**src/rtl/mux_arb_nx1.sv**
```systemverilog
// mux_arb_nx1 -- N-to-1 arbitrating multiplexer with a registered output stage.
//
// Each cycle at most one requesting input channel is granted. Its word and
// channel index are captured into the output register. Every channel uses a
// valid/ready handshake.
//
// Configuration macro:
//   MUX_ARB_RR_EN  defined   -> round-robin arbitration driven by a priority pointer
//                  undefined -> fixed priority, where the lowest requesting index wins
//
// Parameters:
//   CH  number of input channels (>= 2)
//   W   data width per channel
//
// Ports:
//   clk        rising-edge clock
//   rst        asynchronous active-high reset
//   in_data    CH*W  flattened input words; channel k is in_data[k*W +: W]
//   in_valid   CH    per-channel request
//   in_ready   CH    per-channel accept (combinational, one-hot or zero)
//   out_data   W     registered output word
//   out_sel    SW    registered index of the channel that supplied out_data
//   out_valid  1     output register holds a word
//   out_ready  1     consumer accepts out_data this cycle
module mux_arb_nx1 #(
  parameter int CH = 4,
  parameter int W  = 3,
  localparam int SW = $clog2(CH)
) (
  input  logic            clk,
  input  logic            rst,
  input  logic [CH*W-1:0] in_data,
  input  logic [CH-1:0]   in_valid,
  output logic [CH-1:0]   in_ready,
  output logic [W-1:0]    out_data,
  output logic [SW-1:0]   out_sel,
  output logic            out_valid,
  input  logic            out_ready
);

  typedef enum logic {EMPTY, FULL} state_t;

  state_t        state;
  logic          ld;
  logic          found;
  logic [SW-1:0] grant;
  logic [SW-1:0] idx;
  logic [W-1:0]  words [CH];

`ifdef MUX_ARB_RR_EN
  logic [SW-1:0] ptr;
  logic [SW:0]   sum;
`endif

  for (genvar k = 0; k < CH; k++) begin : g_unpack
    assign words[k] = in_data[k*W +: W];
  end

  assign out_valid = (state == FULL);

  // The output register can take a new word when it is empty or being drained.
  assign ld = !out_valid || out_ready;

  // Grant selection. Round-robin searches upward from ptr and wraps modulo CH.
  // Fixed priority keeps the lowest requesting index.
  always_comb begin
    found = 1'b0;
    grant = '0;
    idx   = '0;
`ifdef MUX_ARB_RR_EN
    sum   = '0;
    for (int i = 0; i < CH; i++) begin
      sum = {1'b0, ptr} + (SW+1)'(i);
      if (sum >= (SW+1)'(CH)) sum = sum - (SW+1)'(CH);
      idx = sum[SW-1:0];
      if (!found && in_valid[idx]) begin
        found = 1'b1;
        grant = idx;
      end
    end
`else
    for (int i = CH-1; i >= 0; i--) begin
      idx = SW'(i);
      if (in_valid[idx]) begin
        found = 1'b1;
        grant = idx;
      end
    end
`endif
  end

  // The accept is gated by rst so that upstream never sees a transfer while
  // the output register is being cleared.
  always_comb begin
    in_ready = '0;
    if (!rst && ld && found) in_ready = CH'(1) << grant;
  end

  // The output stage state, data and pointer. An edge with ld low holds everything.
  always_ff @(posedge clk or posedge rst) begin
    if (rst) begin
      state    <= EMPTY;
      out_data <= '0;
      out_sel  <= '0;
`ifdef MUX_ARB_RR_EN
      ptr      <= '0;
`endif
    end else if (ld) begin
      if (found) begin
        state    <= FULL;
        out_data <= words[grant];
        out_sel  <= grant;
`ifdef MUX_ARB_RR_EN
        ptr      <= (grant == SW'(CH-1)) ? '0 : grant + 1'b1;
`endif
      end else begin
        state <= EMPTY;
      end
    end
  end

endmodule

```
**config.mk**
```make
export PLATFORM = sky130hd
export DESIGN_NAME = mux_arb_nx1
export DESIGN_NICKNAME = d
export VERILOG_FILES = /design/src/rtl/mux_arb_nx1.sv
export SDC_FILE = /design/constraint.sdc
export NUM_CORES = 1
export LEC_CHECK = 0
export BUFFER_PORTS_ARGS = -buffer_cell sky130_fd_sc_hd__buf_2
export CORE_AREA = 3 3 40 42
export DETAILED_ROUTE_END_ITERATION = 16
export DIE_AREA = 0 0 43 45
export HOLD_SLACK_MARGIN = 0.12
export MAX_ROUTING_LAYER = met4
export PLACE_DENSITY = 0.68
export SYNTH_ARGS = -nofsm -noshare
export SYNTH_HDL_FRONTEND = slang
export SYNTH_SLANG_ARGS = --single-unit
```
**constraint.sdc**
```tcl
create_clock -name clk -period 1.9 [get_ports clk]
set_clock_uncertainty 0.2 [all_clocks]
set_input_delay 0.19 -clock clk [delete_from_list [all_inputs] [get_ports clk]]
set_output_delay 0.19 -clock clk [all_outputs]
set_load 0.02 [all_outputs]
```
Word level (Yosys, flattened, before mapping)

Index checks and enable logic that the tools add are counted.

$lt $le $gt $ge: 1
Bitwise gates (word level): 1
Shift-type cells: 1
Mux-type cells: 13
Reduce and logical (&&, ||, !) cells: 6

Operator list:

| cell                  | number |
|---|---|
| $mux W2               | 4 |
| $bmux W3 S2           | 1 |
| $mux W3               | 2 |
| $mux W1               | 5 |
| $mux W4               | 1 |
| $shl A1 B2 Y4 const A | 1 |
| $ge A3 B3 Y1 const B  | 1 |
| $not A2 Y3            | 1 |
| $logic_and A1 B1 Y1   | 2 |
| $logic_not A1 Y1      | 2 |
| $reduce_and A2 Y1     | 1 |
| $logic_or A1 B1 Y1    | 1 |

Output and inout bits: 10
Register bits: 6
Logic and storage cells: 25

Logic depth before layout (Yosys ltp)

Gate-level depths: netlist of run 1.

Depth in word-level cells: 8
Depth in mapped cells: 5
Gate-level depth less buffers: 3

Worst setup path after synthesis of run 1

No wires, ideal clock.

Path kind: input to output
Start point: in in_valid[1]
End point: out in_ready[2]
Stages on the path: 4
Data arrival time: 1.440 ns
Data required time: 1.510 ns
Buffers on the path: 2
Setup slack: 0.070 ns
Path through: buf_6 -> or2_2 -> buf_2 -> nor4b_1

Word-level cells in the longest chain between the ends: 4

RTL lines:

| item                                                 | line | RTL |
|---|---|---|
| start: declaration                                   | 33   | `input logic [CH-1:0] in_valid,` |
| $mux W2 or $mux W1 (tied branches) (2 in series)     | 84   | `if (in_valid[idx]) begin` |
| $shl A1 B2 Y4 or $logic_and A1 B1 Y1 (tied branches) | 96   | `if (!rst && ld && found) in_ready = CH'(1) << grant;` |
| $mux W4 *                                            | 96   |  |
| end: declaration                                     | 34   | `output logic [CH-1:0] in_ready,` |

Every way passes the cells marked *; elsewhere a longest branch is shown, timed or not.

Final worst setup path of run 1

Start point: in rst
End point: out in_ready[0]

Word-level cells in the longest chain between the ends: 4

RTL lines:

| item                              | line | RTL |
|---|---|---|
| start: declaration                | 31   | `input logic rst,` |
| $logic_not A1 Y1 (no line)        | -    |  |
| $logic_and A1 B1 Y1 (2 in series) | 96   |  |
| $mux W4                           | 96   |  |

No other way between the ends.

==> results of run 1 <==
[cell type report]
class	count	area [µm²]
Tap cell	15	18.8
Multi-Input combinational cell	41	269
Timing Repair Buffer	34	200
Fill cell	141	617
Clock buffer	3	22.5
Inverter	2	7.51
Sequential cell	6	150
[timing repair]
| item | CTS | global route |
|---|---|---|
| hold buffers | 6 | 0 |
| setup endpoints to repair | 0 | 0 |
| hold endpoints to repair | 10 | 0 |
[worst min-delay path, delay by kind of cell]
family | cells | cell delay [ps]
buf+inv | 1 | 180
simple gates | 2 | 160
[routing by layer]
| metal | global-route usage | wire length [µm] | up-vias |
|---|---|---|---|
| met3 | 0.0199 | 51 | 2 |
| met2 | 0.228 | 605 | 10 |
| met1 | 0.161 | 551 | 224 |
| met4 | 0.108 | 14 | 0 |
| met5 | - | 0 | - |
| li1 | - | - | 262 |
[power by group]
part           total (µW)  internal, µW  switching [µW]
Combinational         127          59.2            67.6
Sequential            149           142            7.05
Clock                 115          71.3            43.4
[worst paths after layout]
path                              from           to  slack (ps)
max                                rst  in_ready[0]         100
max reg2reg                  out_valid  out_data[1]         540
min in group asynchronous          rst  out_data[1]         240
min reg2reg                 out_sel[0]   out_sel[0]         280
min                        in_valid[0]    out_valid         140
max in group asynchronous          rst   out_sel[1]        1060
[sequential cells by signal (all words and copies together) (netlist names)]
signal     cells
out_data       3
out_sel        2
out_valid      1
[through the flow]
step                      utilization  instance area, µm²  total power, µW  cells
after floorplan                     -                 467              230     54
after global placement          0.456                 586              269     92
after detailed placement        0.456                 586              269     92
after CTS                       0.520                 668              401    101
after global routing            0.520                 668              416    101
final                           0.520                 668              391    101
[cell families (layout without fill, tap and decap cells)]
group                  count (synthesis)  in the layout  synth area share
AND/OR/NAND/NOR                       28             28             0.375
AO/OA/AOI/OAI                         13             13             0.201
buffers and inverters                  7             39             0.102
flip-flops                             6              6             0.322
[synth_stat cells]
library cell / number / area share
a21oi_1: 6 / 0.064
dfrtp_1: 6 / 0.32
nand3b_1: 6 / 0.097
nand2_1: 4 / 0.032
nor2_1: 3 / 0.024
nor4_1: 3 / 0.040
o21a_1: 3 / 0.048
buf_2: 2 / 0.021
buf_6: 2 / 0.048
inv_1: 2 / 0.016
nand3_1: 2 / 0.021
o32a_2: 2 / 0.048
or2_2: 2 / 0.027
and3_1: 1 / 0.013
buf_4: 1 / 0.016
nand2b_1: 1 / 0.013
nand3_2: 1 / 0.021
nor2b_1: 1 / 0.013
nor3_1: 1 / 0.011
nor4b_1: 1 / 0.019
o22a_1: 1 / 0.019
o32a_1: 1 / 0.021
or2b_2: 1 / 0.019
or4_4: 1 / 0.024
==> results.json, run 1 <==
{
  "syn_avg_cell_area_um2": 8.64,
  "path_depth": 5,
  "final_common_cell": "buf_2",
  "worst_hold_path.num_cells": 3,
  "tritoncts": "built",
  "outcome": "completed",
  "netlist_instances": 54,
  "n_antenna_cell": 0,
  "first_pass_iters": 4,
  "synth_cell_types": 24,
  "die_w_um": 43,
  "pre_cts_ws_ps": 360,
  "slowest_stage": "dlygate4sd3_1",
  "io_pins": 29,
  "path_max_fanout": 7,
  "irDropWorstVdd_mv": 0.321,
  "cts.sinks": 6,
  "synth_seq_cells": 6,
  "hold_viol": 0,
  "rsz0062_at_grt": "false",
  "cp.arrival_ps": 1410,
  "tightest_slew_ps": 380,
  "path_buf_inv": 4,
  "max-slew-margin-rel": 0.746,
  "maxCapViolations": 0,
  "final_max_slew_viol_count": 0,
  "hpwl_um": 938,
  "overflow": 0,
  "worstPathRequired_ps": 1510,
  "grt_start_max_net_pins": 14,
  "period_minus_slack_ps": 1800,
  "cellLeakagePower_uw": 0.000317,
  "synth-warning-count": 0,
  "p_per_area_mw_per_mm2": 585,
  "portBuffers": 28,
  "layout_common_cells": "buf_2 (28), a21oi_1 (6), nand3b_1 (6), dlygate4sd3_1 (6), dfrtp_1 (6)",
  "htree_levels": 1,
  "grt_first_pass_wirelength_um": 1970,
  "hold_path.class": "input port to flop",
  "fin_crit_sh": 0.946,
  "final.setup.tns_ps": 0,
  "ys_seq_area_frac": 0.322,
  "post_cts_buffers": 0,
  "wire_per_inst_um": 12.1,
  "setup_viol": 0,
  "crit_path_cell_trace": "dlygate4sd3_1 > buf_2 > inv_1 > and3_1 > buf_2",
  "nets": 107,
  "timing.hold.ws_ps": 140,
  "drt_iter0_markers": 7,
  "cts.repair.resized": 0,
  "drive_above_1_share": 0.442,
  "initial_utilization": 0.363,
  "setup_slack_ps": 103,
  "via_per_inst": 4.93,
  "crit_type": "input port to primary output",
  "fmax_ghz": 0.556,
  "via_count": 498,
  "cp_common_cell": "buf_2",
  "cts-root-buf": "clkbuf_4",
  "clk_latency_ps": 240,
  "die_area_mm2": 0.00194,
  "core.rowCount": 13,
  "core-area_mm2": 0.00128,
  "grtUsageTotal": 0.142,
  "startpoint_type": "input port",
  "numCtsBuffers": 3,
  "syn_area_um2": 467,
  "syn2layout_area_growth_pct": 43.2,
  "reg2regPathDepth": 3,
  "antenna_found_initial": 0,
  "syn_nets": 73,
  "wl_um": 1220,
  "endpoint_kind": "primary output",
  "path_clk_slew_ps": 40,
  "gp_congestion": 0.753,
  "route.detailed.drc": 0,
  "grt_pass1_vias": 481,
  "critical_path.top_delay_family": "buffers and inverters",
  "die_h_um": 45,
  "cpPeakStageDelay_ps": 530,
  "ant_nets": 0,
  "cts.path.max_buffers": 2
}
(Power assumes the default switching activity.)
==> run 2, diff against run 1 <==
- CORE_AREA: 3 3 40 42 -> unset
- CORE_MARGIN: unset -> 3
- CORE_UTILIZATION: unset -> 36
- DIE_AREA: 0 0 43 45 -> unset
- PLACE_DENSITY: 0.68 -> 0.72
- clock period: 1.9 -> 1.45 ns (I/O delays scaled with it)
==> run 2 against run 1 <==
- the run now ends with setup timing left
- hold slack got worse by 20 ps
- utilization increased by 15 points
- design area is 16% higher
- highest routed layer unchanged
- critical path depth is 2 lower
- critical endpoint is now in_ready[2]
- combinational power grew 51%
- cell count increased by 7.9%
- first-iteration DRC count rose by 100%
- register-to-register slack lost 440 ps
- global-route usage is 2.6 points higher
==> results.json, run 2 (synthesis gave the netlist of run 1 again) <==
{
  "cellLeakagePower_uw": 0.000371,
  "core.rowCount": 12,
  "wl_um": 1420,
  "ant_nets": 0,
  "seqPwrFrac": 0.360,
  "endpoint_kind": "primary output",
  "max-slew-margin-rel": 0.728,
  "rsz0062_at_grt": "true",
  "grt_first_pass_wirelength_um": 2220,
  "antenna_found_initial": 0,
  "combPwrFrac": 0.349,
  "p_clk_frac": 0.291,
  "htree_levels": 1,
  "path_max_fanout": 4,
  "largest_register_ff_count": 3,
  "tightest_slew_ps": 404,
  "path_clk_slew_ps": 50,
  "violations": "setup timing",
  "syn2layout_area_growth_pct": 65.7,
  "die_area_mm2": 0.00176,
  "worst_hold_path.num_cells": 3,
  "grt_start_max_net_pins": 14,
  "regToRegSetupSlack_ps": 100,
  "clk_latency_ps": 250,
  "outcome": "complete, but fails checks",
  "fmax_ghz": 0.637,
  "largest-register": "out_data",
  "hold_path.class": "input port to flop",
  "final_max_slew_viol_count": 0,
  "cp.arrival_ps": 1220,
  "cts.sinks": 6,
  "cts-root-buf": "clkbuf_4",
  "cell_internal_pwr_uw": 375,
  "p_per_area_mw_per_mm2": 709,
  "worstPathRequired_ps": 1110,
  "grtUsageTotal": 0.168,
  "cpPeakStageDelay_ps": 400,
  "period_minus_slack_ps": 1570,
  "overflow": 0,
  "gp_congestion": 0.829,
  "initial_utilization": 0.404,
  "startpoint_type": "flop",
  "slowest_stage": "dfrtp_1",
  "crit_type": "flop to primary output",
  "hpwl_um": 1050,
  "route.detailed.drc": 0,
  "io_pins": 29,
  "final_common_cell": "buf_2",
  "first_pass_iters": 4,
  "pre_cts_ws_ps": 4.88,
  "via_count": 578,
  "core-area_mm2": 0.00116,
  "hold_viol": 0,
  "portBuffers": 28,
  "maxCapViolations": 0,
  "switchingPower_uw": 173,
  "swShare": 0.315,
  "drt_iter0_markers": 14,
  "fin_crit_sh": 1.08,
  "drive_above_1_share": 0.537,
  "crit_path_cell_trace": "nor2b_4 > nor4b_2 > buf_4",
  "nets": 116,
  "grt_pass1_vias": 512,
  "die_h_um": 42.0,
  "setup_slack_ps": -119,
  "n_antenna_cell": 0,
  "cts.path.max_buffers": 2,
  "power_uw": 548,
  "reg2regPathDepth": 4,
  "layout_common_cells": "buf_2 (25), buf_4 (11), dlygate4sd3_1 (7)",
  "tritoncts": "built",
  "setup_viol": 4,
  "die_w_um": 42.0,
  "via_per_inst": 5.30,
  "numCtsBuffers": 3,
  "wire_per_inst_um": 13.0,
  "irDropWorstVdd_mv": 0.452
}
run 2: changes by cell type in the layout (fill, tap and decap cells not counted), moves of 2 or more:
cell	delta
buf_2	-3
buf_4	+11
nor4_1	-2
nor4_2	+2
run 2: cell type report:
class	instances	area (µm²)
Sequential cell	6	150
Inverter	2	7.51
Clock buffer	3	22.5
Tap cell	14	17.5
Fill cell	107	383
Timing Repair Buffer	43	278
Multi-Input combinational cell	41	298
run 2: metal layers:
| layer | track usage | vias up | routed length (µm) |
|---|---|---|---|
| li1 | - | 284 | - |
| met1 | 0.216 | 255 | 624 |
| met2 | 0.238 | 32 | 602 |
| met3 | 0.0300 | 7 | 135 |
| met4 | 0.109 | 0 | 55 |
| met5 | - | - | 0 |
run 2: worst max-delay path: cells and delay by family, from the launching register on:
| kind | cells | cell delay [ps] |
|---|---|---|
| AND/OR/NAND/NOR | 2 | 400 |
| flip-flops | 1 | 400 |
| buffers and inverters | 1 | 180 |
run 2: path summary, 6_finish.rpt:
check	from	end
min in group asynchronous	rst	out_sel[0]
max in group asynchronous	rst	out_data[0]
hold reg to reg	out_sel[0]	out_sel[0]
hold / removal	out_ready	out_valid
setup reg to reg	out_valid	out_data[1]
setup / recovery	out_valid	in_ready[2]
run 2: stage by stage:
stage	setup TNS [ps]	area (µm²)	instances	hold slack (ps)	util
finish	-272	773	109	120	0.669
global route	-468	773	109	147	0.669
CTS	-360	758	108	151	0.656
detailed placement	0	648	97	-26.9	0.561
global placement	-18.2	648	97	-33.5	0.561
floorplan	-243	485	54	-259	-
run 2: power by group through the flow:
stage	logic, µW	registers [µW]	clock network (µW)
final	192	197	159
after CTS	190	196	168
after detailed placement	170	198	0
after floorplan	83.1	222	0
after global routing	209	199	174
after global placement	167	199	0
run 2: timing repair:
item | CTS | global route
buffers inserted | 1 | 1
gates cloned | 0 | 0
hold buffers | 7 | 0
endpoints found under the hold margin | 9 | 0
endpoints found under the setup margin | 6 | 5
gates resized for setup | 3 | 3
==> run 3, diff against run 2 <==
- RECOVER_POWER: unset -> 25
==> run 3 against run 2 <==
- design area shrank 0.49%
- the run still ends with setup timing left
- largest power group unchanged
- critical endpoint unchanged
- critical path type unchanged
- die area is the same
- sequential cell count is the same
- power shrank 0.24%
==> results.json, run 3 (synthesis gave the netlist of run 1 again) <==
{
  "combPwrFrac": 0.348,
  "via_count": 574,
  "slowest_stage": "dfrtp_1",
  "irDropWorstVdd_mv": 0.452,
  "drive_above_1_share": 0.526,
  "swShare": 0.316,
  "htree_levels": 1,
  "power_uw": 547,
  "nets": 116,
  "cts-root-buf": "clkbuf_4",
  "wire_per_inst_um": 13.0,
  "pre_cts_ws_ps": 4.88,
  "ant_nets": 0,
  "maxCapViolations": 0,
  "p_clk_frac": 0.292,
  "grt_first_pass_wirelength_um": 2220,
  "numCtsBuffers": 3,
  "cpPeakStageDelay_ps": 400,
  "io_pins": 29,
  "grt_pass1_vias": 512,
  "switchingPower_uw": 173,
  "cts.path.max_buffers": 2,
  "syn2layout_area_growth_pct": 64.9,
  "seqPwrFrac": 0.361,
  "outcome": "complete, but fails checks",
  "wl_um": 1420,
  "core-area_mm2": 0.00116,
  "max-slew-margin-rel": 0.733,
  "crit_path_cell_trace": "nor2b_4 > nor4b_2 > buf_4",
  "hpwl_um": 1050,
  "grt_start_max_net_pins": 14,
  "largest_register_ff_count": 3,
  "hold_path.class": "input port to flop",
  "violations": "setup timing",
  "first_pass_iters": 4,
  "final_common_cell": "buf_2",
  "fmax_ghz": 0.637,
  "setup_slack_ps": -121,
  "fin_util": 0.666,
  "largest-register": "out_data",
  "p_per_area_mw_per_mm2": 710,
  "core.rowCount": 12,
  "grtUsageTotal": 0.168,
  "overflow": 0,
  "die_w_um": 42.0,
  "endpoint_kind": "primary output",
  "final_max_slew_viol_count": 0,
  "fin_crit_sh": 1.08,
  "cp.arrival_ps": 1230,
  "via_per_inst": 5.27,
  "tritoncts": "built",
  "rsz0062_at_grt": "true",
  "path_clk_slew_ps": 50,
  "antenna_found_initial": 0,
  "die_h_um": 42.0,
  "portBuffers": 28,
  "setup_viol": 4,
  "route.detailed.drc": 0,
  "period_minus_slack_ps": 1570,
  "tightest_slew_ps": 397,
  "layout_common_cells": "buf_2 (25), buf_4 (10), dlygate4sd3_1 (7)",
  "cellLeakagePower_uw": 0.000367,
  "clk_latency_ps": 250,
  "hold_viol": 0,
  "drt_iter0_markers": 15,
  "n_antenna_cell": 0,
  "initial_utilization": 0.404,
  "gp_congestion": 0.829,
  "crit_type": "flop to primary output",
  "startpoint_type": "flop",
  "cts.sinks": 6,
  "path_max_fanout": 4,
  "die_area_mm2": 0.00176,
  "cell_internal_pwr_uw": 374,
  "worstPathRequired_ps": 1110
}
[run 3: layout make-up]
class	count	area (µm²)
fill	109	387
multi-input combinational	41	298
timing repair buffer	43	274
sequential	6	150
clock buffer	3	22.5
tap	14	17.5
inverter	2	7.51
[run 3: per-stage QoR]
stage | area [µm²] | setup TNS (ps) | std cells | hold WS [ps]
after floorplan | 485 | -243 | 54 | -259
after global placement | 648 | -18.2 | 97 | -33.5
after detailed placement | 648 | 0 | 97 | -26.9
after CTS | 758 | -360 | 108 | 151
after global routing | 769 | -468 | 109 | 147
final | 769 | -274 | 109 | 122
[run 3: power groups by stage]
stage	registers, µW	logic [µW]	clock network [µW]
after global placement	199	167	0
after CTS	196	190	168
final	197	190	160
after global routing	199	207	174
after floorplan	222	83.1	0
after detailed placement	198	170	0
[run 3: worst paths after layout]
kind	slack, ps	depth (start not counted)	from	endpoint
worst max-delay path	-120	3	out_valid	in_ready[2]
worst min-delay path	120	3	out_ready	out_valid
worst max register to register	100	4	out_valid	out_data[1]
worst min register to register	280	1	out_sel[0]	out_sel[0]
max in group asynchronous	470	4	rst	out_data[0]
min in group asynchronous	320	4	rst	out_sel[0]
[run 3: critical path: cells and delay by family (launching register included)]
kind / cells / cell delay [ps]
buffers and inverters: 1 / 180
AND/OR/NAND/NOR: 2 / 400
flip-flops: 1 / 400
[run 3: repair_timing]
action                                 CTS  global route
endpoints found under the hold margin    9             0
resized for setup                        3             3
hold buffers                             7             0
setup endpoints to repair                6             5
buffers inserted                         1             1
[run 3: metal layers]
metal | up-vias | GRT usage | wire length [µm]
li1 | 283 | - | -
met1 | 250 | 0.216 | 625
met2 | 34 | 0.238 | 597
met3 | 7 | 0.0300 | 138
met4 | 0 | 0.109 | 55
met5 | - | - | 0
